File: config.mk
export PLATFORM = sky130hd
export DESIGN_NAME = user_verify_flat
export DESIGN_NICKNAME = d
export VERILOG_FILES = /design/src/rtl/user_verify_if.sv /design/src/rtl/user_verify.sv /design/src/flat_wrapper.sv
export SDC_FILE = /design/constraint.sdc
export NUM_CORES = 1
export LEC_CHECK = 0
export ABC_AREA = 1
export ABC_CLOCK_PERIOD_IN_PS = 2800
export CORE_ASPECT_RATIO = 0.8
export CORE_UTILIZATION = 59
export DETAILED_ROUTE_END_ITERATION = 12
export MAX_ROUTING_LAYER = met4
export PLACE_DENSITY = 0.76
export SETUP_SLACK_MARGIN = 0.15
export SYNTH_ARGS = -nofsm -noshare
export SYNTH_HDL_FRONTEND = slang
export SYNTH_SLANG_ARGS = --single-unit
File: constraint.sdc
create_clock -name clk -period 2.8 [get_ports clk]
set_clock_uncertainty 0.15 [all_clocks]
set_input_delay 0.56 -clock clk [delete_from_list [all_inputs] [get_ports clk]]
set_output_delay 0.56 -clock clk [all_outputs]
set_load 0.01 [all_outputs]
File: src/rtl/user_verify_if.sv
// -----------------------------------------------------------------------------
// user_verify_if
//   Bundle of the ID-check request, table-programming and status signals
//   used by user_verify. Clock and reset are not part of the bundle.
//
//   Request side (driven by master):
//     id_valid   level, high while id_in holds a complete 16-bit ID
//     id_in      user ID to check
//     retry      one-cycle pulse that releases a grant
//     prog_we    table write strobe
//     prog_addr  table entry index
//     prog_data  ID to store
//     prog_clr   with prog_we: invalidate the addressed entry instead
//   Status side (driven by slave):
//     busy       high whenever the checker is not idle
//     auth_ok    high while access is granted
//     auth_fail  one-cycle pulse per denial
//     locked     high during lockout
//     user_index matched table entry, valid while auth_ok
//     fail_count consecutive-denial count
// -----------------------------------------------------------------------------
interface user_verify_if #(
  parameter int NUM_USERS = 8
);
  localparam int IW = $clog2(NUM_USERS);

  logic          id_valid;
  logic [15:0]   id_in;
  logic          retry;
  logic          prog_we;
  logic [IW-1:0] prog_addr;
  logic [15:0]   prog_data;
  logic          prog_clr;

  logic          busy;
  logic          auth_ok;
  logic          auth_fail;
  logic          locked;
  logic [IW-1:0] user_index;
  logic [2:0]    fail_count;

  modport master (
    output id_valid, id_in, retry, prog_we, prog_addr, prog_data, prog_clr,
    input  busy, auth_ok, auth_fail, locked, user_index, fail_count
  );

  modport slave (
    input  id_valid, id_in, retry, prog_we, prog_addr, prog_data, prog_clr,
    output busy, auth_ok, auth_fail, locked, user_index, fail_count
  );
endinterface

File: src/rtl/user_verify.sv
// -----------------------------------------------------------------------------
// user_verify
//   Checks a 16-bit user ID against a programmable table of NUM_USERS entries.
//   A rising edge of id_valid in IDLE captures id_in and starts a linear search,
//   one entry per cycle from index 0. The first valid entry holding the
//   captured ID wins and the block holds GRANT until retry. A miss on every
//   entry produces a one-cycle DENY; MAX_FAIL consecutive denials put the block
//   into LOCK for LOCK_CYCLES cycles, during which new requests are ignored.
//
//   Ports:
//     clk  clock, all state changes on its rising edge
//     rst  synchronous, active-low reset
//     bus  user_verify_if.slave (request, programming and status signals)
//
//   Parameters:
//     NUM_USERS   table entries, power of two, 2..16
//     MAX_FAIL    consecutive denials that trigger lockout, 1..7
//     LOCK_CYCLES lockout duration in clk cycles, >= 1
// -----------------------------------------------------------------------------
module user_verify #(
  parameter int NUM_USERS   = 8,
  parameter int MAX_FAIL    = 3,
  parameter int LOCK_CYCLES = 1000
) (
  input  logic           clk,
  input  logic           rst,
  user_verify_if.slave   bus
);

  localparam int IW = $clog2(NUM_USERS);
  localparam int CW = $clog2(LOCK_CYCLES + 1);

  localparam logic [2:0] S_IDLE   = 3'd0;
  localparam logic [2:0] S_SEARCH = 3'd1;
  localparam logic [2:0] S_GRANT  = 3'd2;
  localparam logic [2:0] S_DENY   = 3'd3;
  localparam logic [2:0] S_LOCK   = 3'd4;

  localparam logic [IW-1:0] LAST_IDX   = IW'(NUM_USERS - 1);
  localparam logic [CW-1:0] LOCK_LAST  = CW'(LOCK_CYCLES - 1);
  localparam logic [2:0]    FAIL_LIMIT = 3'(MAX_FAIL);

  // FSM and request capture
  logic [2:0]    state_q,    state_d;
  logic          id_prev_q;
  logic [15:0]   cap_id_q,   cap_id_d;

  // Search pipeline: cmp_idx_q is the next entry to compare; the result of
  // the previous compare sits in hit_q/res_idx_q/last_q, qualified by cmp_vld_q.
  logic [IW-1:0] cmp_idx_q,  cmp_idx_d;
  logic          cmp_vld_q,  cmp_vld_d;
  logic          hit_q,      hit_d;
  logic          last_q,     last_d;
  logic [IW-1:0] res_idx_q,  res_idx_d;

  // Result and lockout bookkeeping
  logic [IW-1:0] user_idx_q, user_idx_d;
  logic [2:0]    fail_cnt_q, fail_cnt_d;
  logic [CW-1:0] lock_cnt_q, lock_cnt_d;

  // User table
  logic [NUM_USERS-1:0] tbl_vld_q;
  logic [15:0]          tbl_id_q [NUM_USERS];

  logic id_rise;
  logic tbl_we;
  logic entry_match;

  // The history register makes a level that stays high across GRANT or LOCK
  // look like "no edge", so only a fresh rise starts a search.
  assign id_rise     = bus.id_valid & ~id_prev_q;
  assign tbl_we      = rst && (state_q == S_IDLE) && bus.prog_we;
  assign entry_match = tbl_vld_q[cmp_idx_q] && (tbl_id_q[cmp_idx_q] == cap_id_q);

  // ---------------------------------------------------------------------------
  // Next-state logic
  // ---------------------------------------------------------------------------
  // NOTE: every signal assigned here gets a default first, so no path through
  // the case statement can leave one unassigned and infer a latch.
  always_comb begin
    state_d    = state_q;
    cap_id_d   = cap_id_q;
    cmp_idx_d  = cmp_idx_q;
    cmp_vld_d  = cmp_vld_q;
    hit_d      = hit_q;
    last_d     = last_q;
    res_idx_d  = res_idx_q;
    user_idx_d = user_idx_q;
    fail_cnt_d = fail_cnt_q;
    lock_cnt_d = lock_cnt_q;

    case (state_q)
      S_IDLE: begin
        if (id_rise) begin
          state_d   = S_SEARCH;
          cap_id_d  = bus.id_in;
          cmp_idx_d = '0;
          cmp_vld_d = 1'b0;
        end
      end

      S_SEARCH: begin
        if (cmp_vld_q && hit_q) begin
          state_d    = S_GRANT;
          user_idx_d = res_idx_q;
          fail_cnt_d = 3'd0;
        end else if (cmp_vld_q && last_q) begin
          state_d    = S_DENY;
          fail_cnt_d = fail_cnt_q + 3'd1;
        end else begin
          // Register the compare of one entry and step to the next. Index
          // wrap after the last entry is harmless: the registered last_q
          // ends the search on the following cycle.
          cmp_vld_d = 1'b1;
          hit_d     = entry_match;
          last_d    = (cmp_idx_q == LAST_IDX);
          res_idx_d = cmp_idx_q;
          cmp_idx_d = cmp_idx_q + 1'b1;
        end
      end

      S_GRANT: begin
        if (bus.retry) begin
          state_d = S_IDLE;
        end
      end

      S_DENY: begin
        // fail_cnt_q already holds the incremented count here.
        if (fail_cnt_q == FAIL_LIMIT) begin
          state_d    = S_LOCK;
          lock_cnt_d = '0;
        end else begin
          state_d = S_IDLE;
        end
      end

      S_LOCK: begin
        if (lock_cnt_q == LOCK_LAST) begin
          state_d    = S_IDLE;
          fail_cnt_d = 3'd0;
          lock_cnt_d = '0;
        end else begin
          lock_cnt_d = lock_cnt_q + 1'b1;
        end
      end

      default: begin
        state_d = S_IDLE;
      end
    endcase
  end

  // ---------------------------------------------------------------------------
  // State registers
  // ---------------------------------------------------------------------------
  // NOTE: sequential state uses non-blocking assignments so every register
  // samples the pre-edge values of the others, independent of statement order.
  always_ff @(posedge clk) begin
    if (!rst) begin
      state_q    <= S_IDLE;
      id_prev_q  <= 1'b0;
      cap_id_q   <= '0;
      cmp_idx_q  <= '0;
      cmp_vld_q  <= 1'b0;
      hit_q      <= 1'b0;
      last_q     <= 1'b0;
      res_idx_q  <= '0;
      user_idx_q <= '0;
      fail_cnt_q <= 3'd0;
      lock_cnt_q <= '0;
      tbl_vld_q  <= '0;
    end else begin
      state_q    <= state_d;
      id_prev_q  <= bus.id_valid;
      cap_id_q   <= cap_id_d;
      cmp_idx_q  <= cmp_idx_d;
      cmp_vld_q  <= cmp_vld_d;
      hit_q      <= hit_d;
      last_q     <= last_d;
      res_idx_q  <= res_idx_d;
      user_idx_q <= user_idx_d;
      fail_cnt_q <= fail_cnt_d;
      lock_cnt_q <= lock_cnt_d;
      if (tbl_we) begin
        tbl_vld_q[bus.prog_addr] <= ~bus.prog_clr;
      end
    end
  end

  // NOTE: only the valid bits are reset; the stored IDs are never observed
  // without a set valid bit, so the ID array is left without reset and can map
  // onto plain storage.
  always_ff @(posedge clk) begin
    if (tbl_we && !bus.prog_clr) begin
      tbl_id_q[bus.prog_addr] <= bus.prog_data;
    end
  end

  // ---------------------------------------------------------------------------
  // Outputs
  // ---------------------------------------------------------------------------
  assign bus.busy       = (state_q != S_IDLE);
  assign bus.auth_ok    = (state_q == S_GRANT);
  assign bus.auth_fail  = (state_q == S_DENY);
  assign bus.locked     = (state_q == S_LOCK);
  assign bus.user_index = (state_q == S_GRANT) ? user_idx_q : '0;
  assign bus.fail_count = fail_cnt_q;

endmodule
File: src/flat_wrapper.sv
// flat-port wrapper written by rule: the top's interface ports become plain ports
module user_verify_flat 
#(
  parameter int NUM_USERS   = 8,
  parameter int MAX_FAIL    = 3,
  parameter int LOCK_CYCLES = 1000
)
  (clk, rst, bus_id_valid, bus_id_in, bus_retry, bus_prog_we, bus_prog_addr, bus_prog_data, bus_prog_clr, bus_busy, bus_auth_ok, bus_auth_fail, bus_locked, bus_user_index, bus_fail_count);
  user_verify_if #(.NUM_USERS(NUM_USERS)) bus_i ();
  input  logic clk;
  input  logic rst;
  input wire logic [$bits(bus_i.id_valid)-1:0] bus_id_valid;
  input wire logic [$bits(bus_i.id_in)-1:0] bus_id_in;
  input wire logic [$bits(bus_i.retry)-1:0] bus_retry;
  input wire logic [$bits(bus_i.prog_we)-1:0] bus_prog_we;
  input wire logic [$bits(bus_i.prog_addr)-1:0] bus_prog_addr;
  input wire logic [$bits(bus_i.prog_data)-1:0] bus_prog_data;
  input wire logic [$bits(bus_i.prog_clr)-1:0] bus_prog_clr;
  output wire logic [$bits(bus_i.busy)-1:0] bus_busy;
  output wire logic [$bits(bus_i.auth_ok)-1:0] bus_auth_ok;
  output wire logic [$bits(bus_i.auth_fail)-1:0] bus_auth_fail;
  output wire logic [$bits(bus_i.locked)-1:0] bus_locked;
  output wire logic [$bits(bus_i.user_index)-1:0] bus_user_index;
  output wire logic [$bits(bus_i.fail_count)-1:0] bus_fail_count;
  assign bus_i.id_valid = bus_id_valid;
  assign bus_i.id_in = bus_id_in;
  assign bus_i.retry = bus_retry;
  assign bus_i.prog_we = bus_prog_we;
  assign bus_i.prog_addr = bus_prog_addr;
  assign bus_i.prog_data = bus_prog_data;
  assign bus_i.prog_clr = bus_prog_clr;
  assign bus_busy = bus_i.busy;
  assign bus_auth_ok = bus_i.auth_ok;
  assign bus_auth_fail = bus_i.auth_fail;
  assign bus_locked = bus_i.locked;
  assign bus_user_index = bus_i.user_index;
  assign bus_fail_count = bus_i.fail_count;
  user_verify #(.NUM_USERS(NUM_USERS), .MAX_FAIL(MAX_FAIL), .LOCK_CYCLES(LOCK_CYCLES)) u_core (.clk(clk), .rst(rst), .bus(bus_i));
endmodule
==> qor.yml <==
floorplan:
  ios: 51
  core_area_um2: 13060
  dieHeight_um: 106.2
  die-area_um2: 14050
  fp.dieW_um: 132.3
  row_count: 37
  initial_core_util_pct: 61.36
clocking:
  htree_num_levels: 4
  post-cts-setup-buffer-count: 0
  cts.sinks: 184
  cts_max_path_buffers: 2
  clk_pin_slew_worst_paths_ns: 0.06
  clock-root-buffer: "clkbuf_16"
  cts_tree: "yes"
  numCtsBuffers: 17
  clock_latency_ns: 0.42
synthesis:
  yosysSeqAreaShare_pct: 61.98
  synth_fp_nets: 919
  syn_avg_cell_area_um2: 9.175
  synth_top_area_share_pct: 47.99
  synth_common_cells: "217 x nand2_1, 128 x edfxtp_1, 123 x inv_1"
  synth_most_common_cell: "nand2_1"
  ys_types: 29
  synth_area_leaders: "edfxtp_1 48%, dfxtp_1 14%, nand2_1 10%"
  syn_area_um2: 8010
  yosys_register_bits: 184
  yosysWarnings: 0
  synth_edf_count: 128
  synth-main-ff-cell: "edfxtp_1"
  async_reset_ff_share_pct: 0
  yosysTopAreaCell: "edfxtp_1"
  syn_inst: 873
timing:
  setup_slack_ns: 0.2382
  setup_viol: 0
  worst_pin_slew_ns: 0.7864
  relSlewSlack_pct: 47.51
  finalCriticalPeriod_ns: 2.562
  timing.final.crit_share_pct: 91.49
  fmax_mhz: 390.3
  rsz0062_at_grt: "true"
  report.final.slew_viol_count: 0
  setup_tns_ns: 0
  final_hold_viol_count: 0
finish:
  drive_above_1_share_pct: 7.749
  syn_to_final_growth_pct: 17.20
  n_antenna_cell: 0
  fin_nets: 975
flow_run:
  cap_violations: 0
detailed_routing:
  num_vias: 6150
  post_drt_wl_per_cell_um: 16.71
  antenna_left: 0
  dr.pass1.iters: 5
  dr.first_iter.drc_count: 633
  drt-vias-per-instance: 5.506
  wirelength_um: 18670
  drc: 0
grt:
  grt_overflow: 0
  grt_max_degree: 68
  grt_pass1_wl_um: 30620
  grt_util_all_layers_pct: 29.67
  antenna_found_initial: 0
  grt_pass1_vias: 6255
hold_path:
  worstHoldStart: "u_core.user_idx_q[1]"
  min_to: "u_core.user_idx_q[1]"
  min_path_type: "flip-flop to flip-flop"
  min_path_cells: 2
power_and_ir_drop:
  power_density_nw_per_um2: 813.3
  p_leak_nw: 3.816
  ir_drop_uv: 573.5
worst_setup_path:
  worstPathArrival_ns: 1.85
  r2r_slack_ns: 0.41
  reg2reg_depth: 13
  path_max_fanout: 5
  r2r-end: "u_core.hit_q"
  required_ns: 2.09
  cp-end-kind: "primary output"
  critPathKind: "flip-flop to primary output"
  slowest_delay_ns: 0.62
  critical-path-slowest-cell: "clkdlybuf4s50_1"
  cp_cell_sequence: "inv_2 > nor3_2 > clkdlybuf4s50_1"
  cp-startpoint: "u_core.state_q[2]"
  start_kind: "flip-flop"
place:
  io_buffers: 50
  pre_cts_ws_ns: 0.2257
  place.gp.congestion: 0.8849
  place_hpwl_um: 12610
status:
  status: "complete, no violations"
==> worst max path at each step <==
stage	to	slack, ns	cells past startpoint
2_1_floorplan	u_core.tbl_id_q[0][0]	0.54	7
3_3_place_gp	u_core.tbl_id_q[3][14]	0.32	6
3_5_place_dp	u_core.tbl_id_q[2][12]	0.23	6
4_1_cts	bus_user_index[0]	0.20	5
5_1_grt	bus_user_index[2]	0.16	5
6_report	bus_locked	0.24	3
==> layout make-up <==
type | count | area (um2)
clock inverter | 14 | 251.5
clock buffer | 18 | 429.2
sequential | 184 | 4966
multi-input combinational | 527 | 2371
inverter | 128 | 480.5
tap | 175 | 219.0
timing repair buffer | 71 | 670.6
fill | 963 | 3667
==> critical path, delay by kind of cell, from the launching register on <==
family	cells	cell delay, ns
and+or+nand+nor	1	0.34
DFF	1	0.40
buffers and inverters	2	0.69
==> metrics by stage <==
| step | cell area [um2] | hold WS [ns] | std cells | total power, W | util [%] |
|---|---|---|---|---|---|
| floorplan | 8010 | 0.2800 | 873 | 0.004438 | - |
| global placement | 8700 | 0.2915 | 1085 | 0.004835 | 66.64 |
| detailed placement | 8700 | 0.2973 | 1085 | 0.004900 | 66.64 |
| CTS | 9380 | 0.3071 | 1117 | 0.007643 | 71.85 |
| global route | 9388 | 0.3422 | 1117 | 0.008008 | 71.91 |
| finish | 9388 | 0.3039 | 1117 | 0.007635 | 71.91 |
==> registers in the layout, summed over array words and instances, names as in the netlist, named ones only <==
name and count:
u_core.cap_id_q 16, u_core.cmp_vld_q 1, u_core.hit_q 1, u_core.state_q 3, u_core.res_idx_q 3, u_core.cmp_idx_q 3, u_core.user_idx_q 3, u_core.tbl_vld_q 8
u_core.bus.fail_count 3, u_core.tbl_id_q 128, u_core.lock_cnt_q 10, u_core.last_q 1, u_core.id_prev_q 1
==> kinds of logic (layout without fill, tap and decap cells) <==
logic type,count (synthesis),count (layout),synth area share [%]
buffers and inverters,162,231,8.513
AND/OR/NAND/NOR,408,408,21.23
adder cells (fa/ha/maj),5,5,0.7810
AO/OA/AOI/OAI,114,114,7.498
flip-flops,184,184,61.98
==> per-layer routing <==
| metal | vias up | global-route usage, % | wire [um] |
|---|---|---|---|
| met4 | 0 | 11.82 | 386 |
| li1 | 2948 | - | - |
| met3 | 34 | 6.533 | 1213 |
| met2 | 265 | 49.02 | 9283 |
| met1 | 2903 | 35.83 | 7787 |
| met5 | - | - | 0 |
==> cell usage in the layout, fill, tap and decap left out, drive strengths merged <==
cell           netlist  routed
nor3                 7       7
buf                 27      21
a211oi               5       5
dfxtp               56      56
nand2              220     220
clkdlybuf4s50        0      50
inv                128     129
and3                 2       2
nand4                1       1
nor2                98      98
bufinv               0       7
clkinv               0       6
edfxtp             128     128
o22ai                2       2
a221oi               1       1
a21oi               50      50
ha                   5       5
o21ai               53      53
nand3               80      80
o211ai               3       3
clkbuf               7      18
==> where the power goes <==
part / internal [W] / switching (W) / total (W)
clock network: 0.00176 / 0.000983 / 0.00274
registers: 0.00306 / 0.0000994 / 0.00316
logic: 0.000576 / 0.00115 / 0.00173
total: 0.00540 / 0.00224 / 0.00764
==> what timing repair did <==
| action | 4_1_cts | 5_1_grt |
|---|---|---|
| endpoints found under the setup margin | 0 | 3 |
| gates resized for setup | 0 | 2 |
| hold buffers | 0 | 0 |
(Power assumes the default switching activity.)
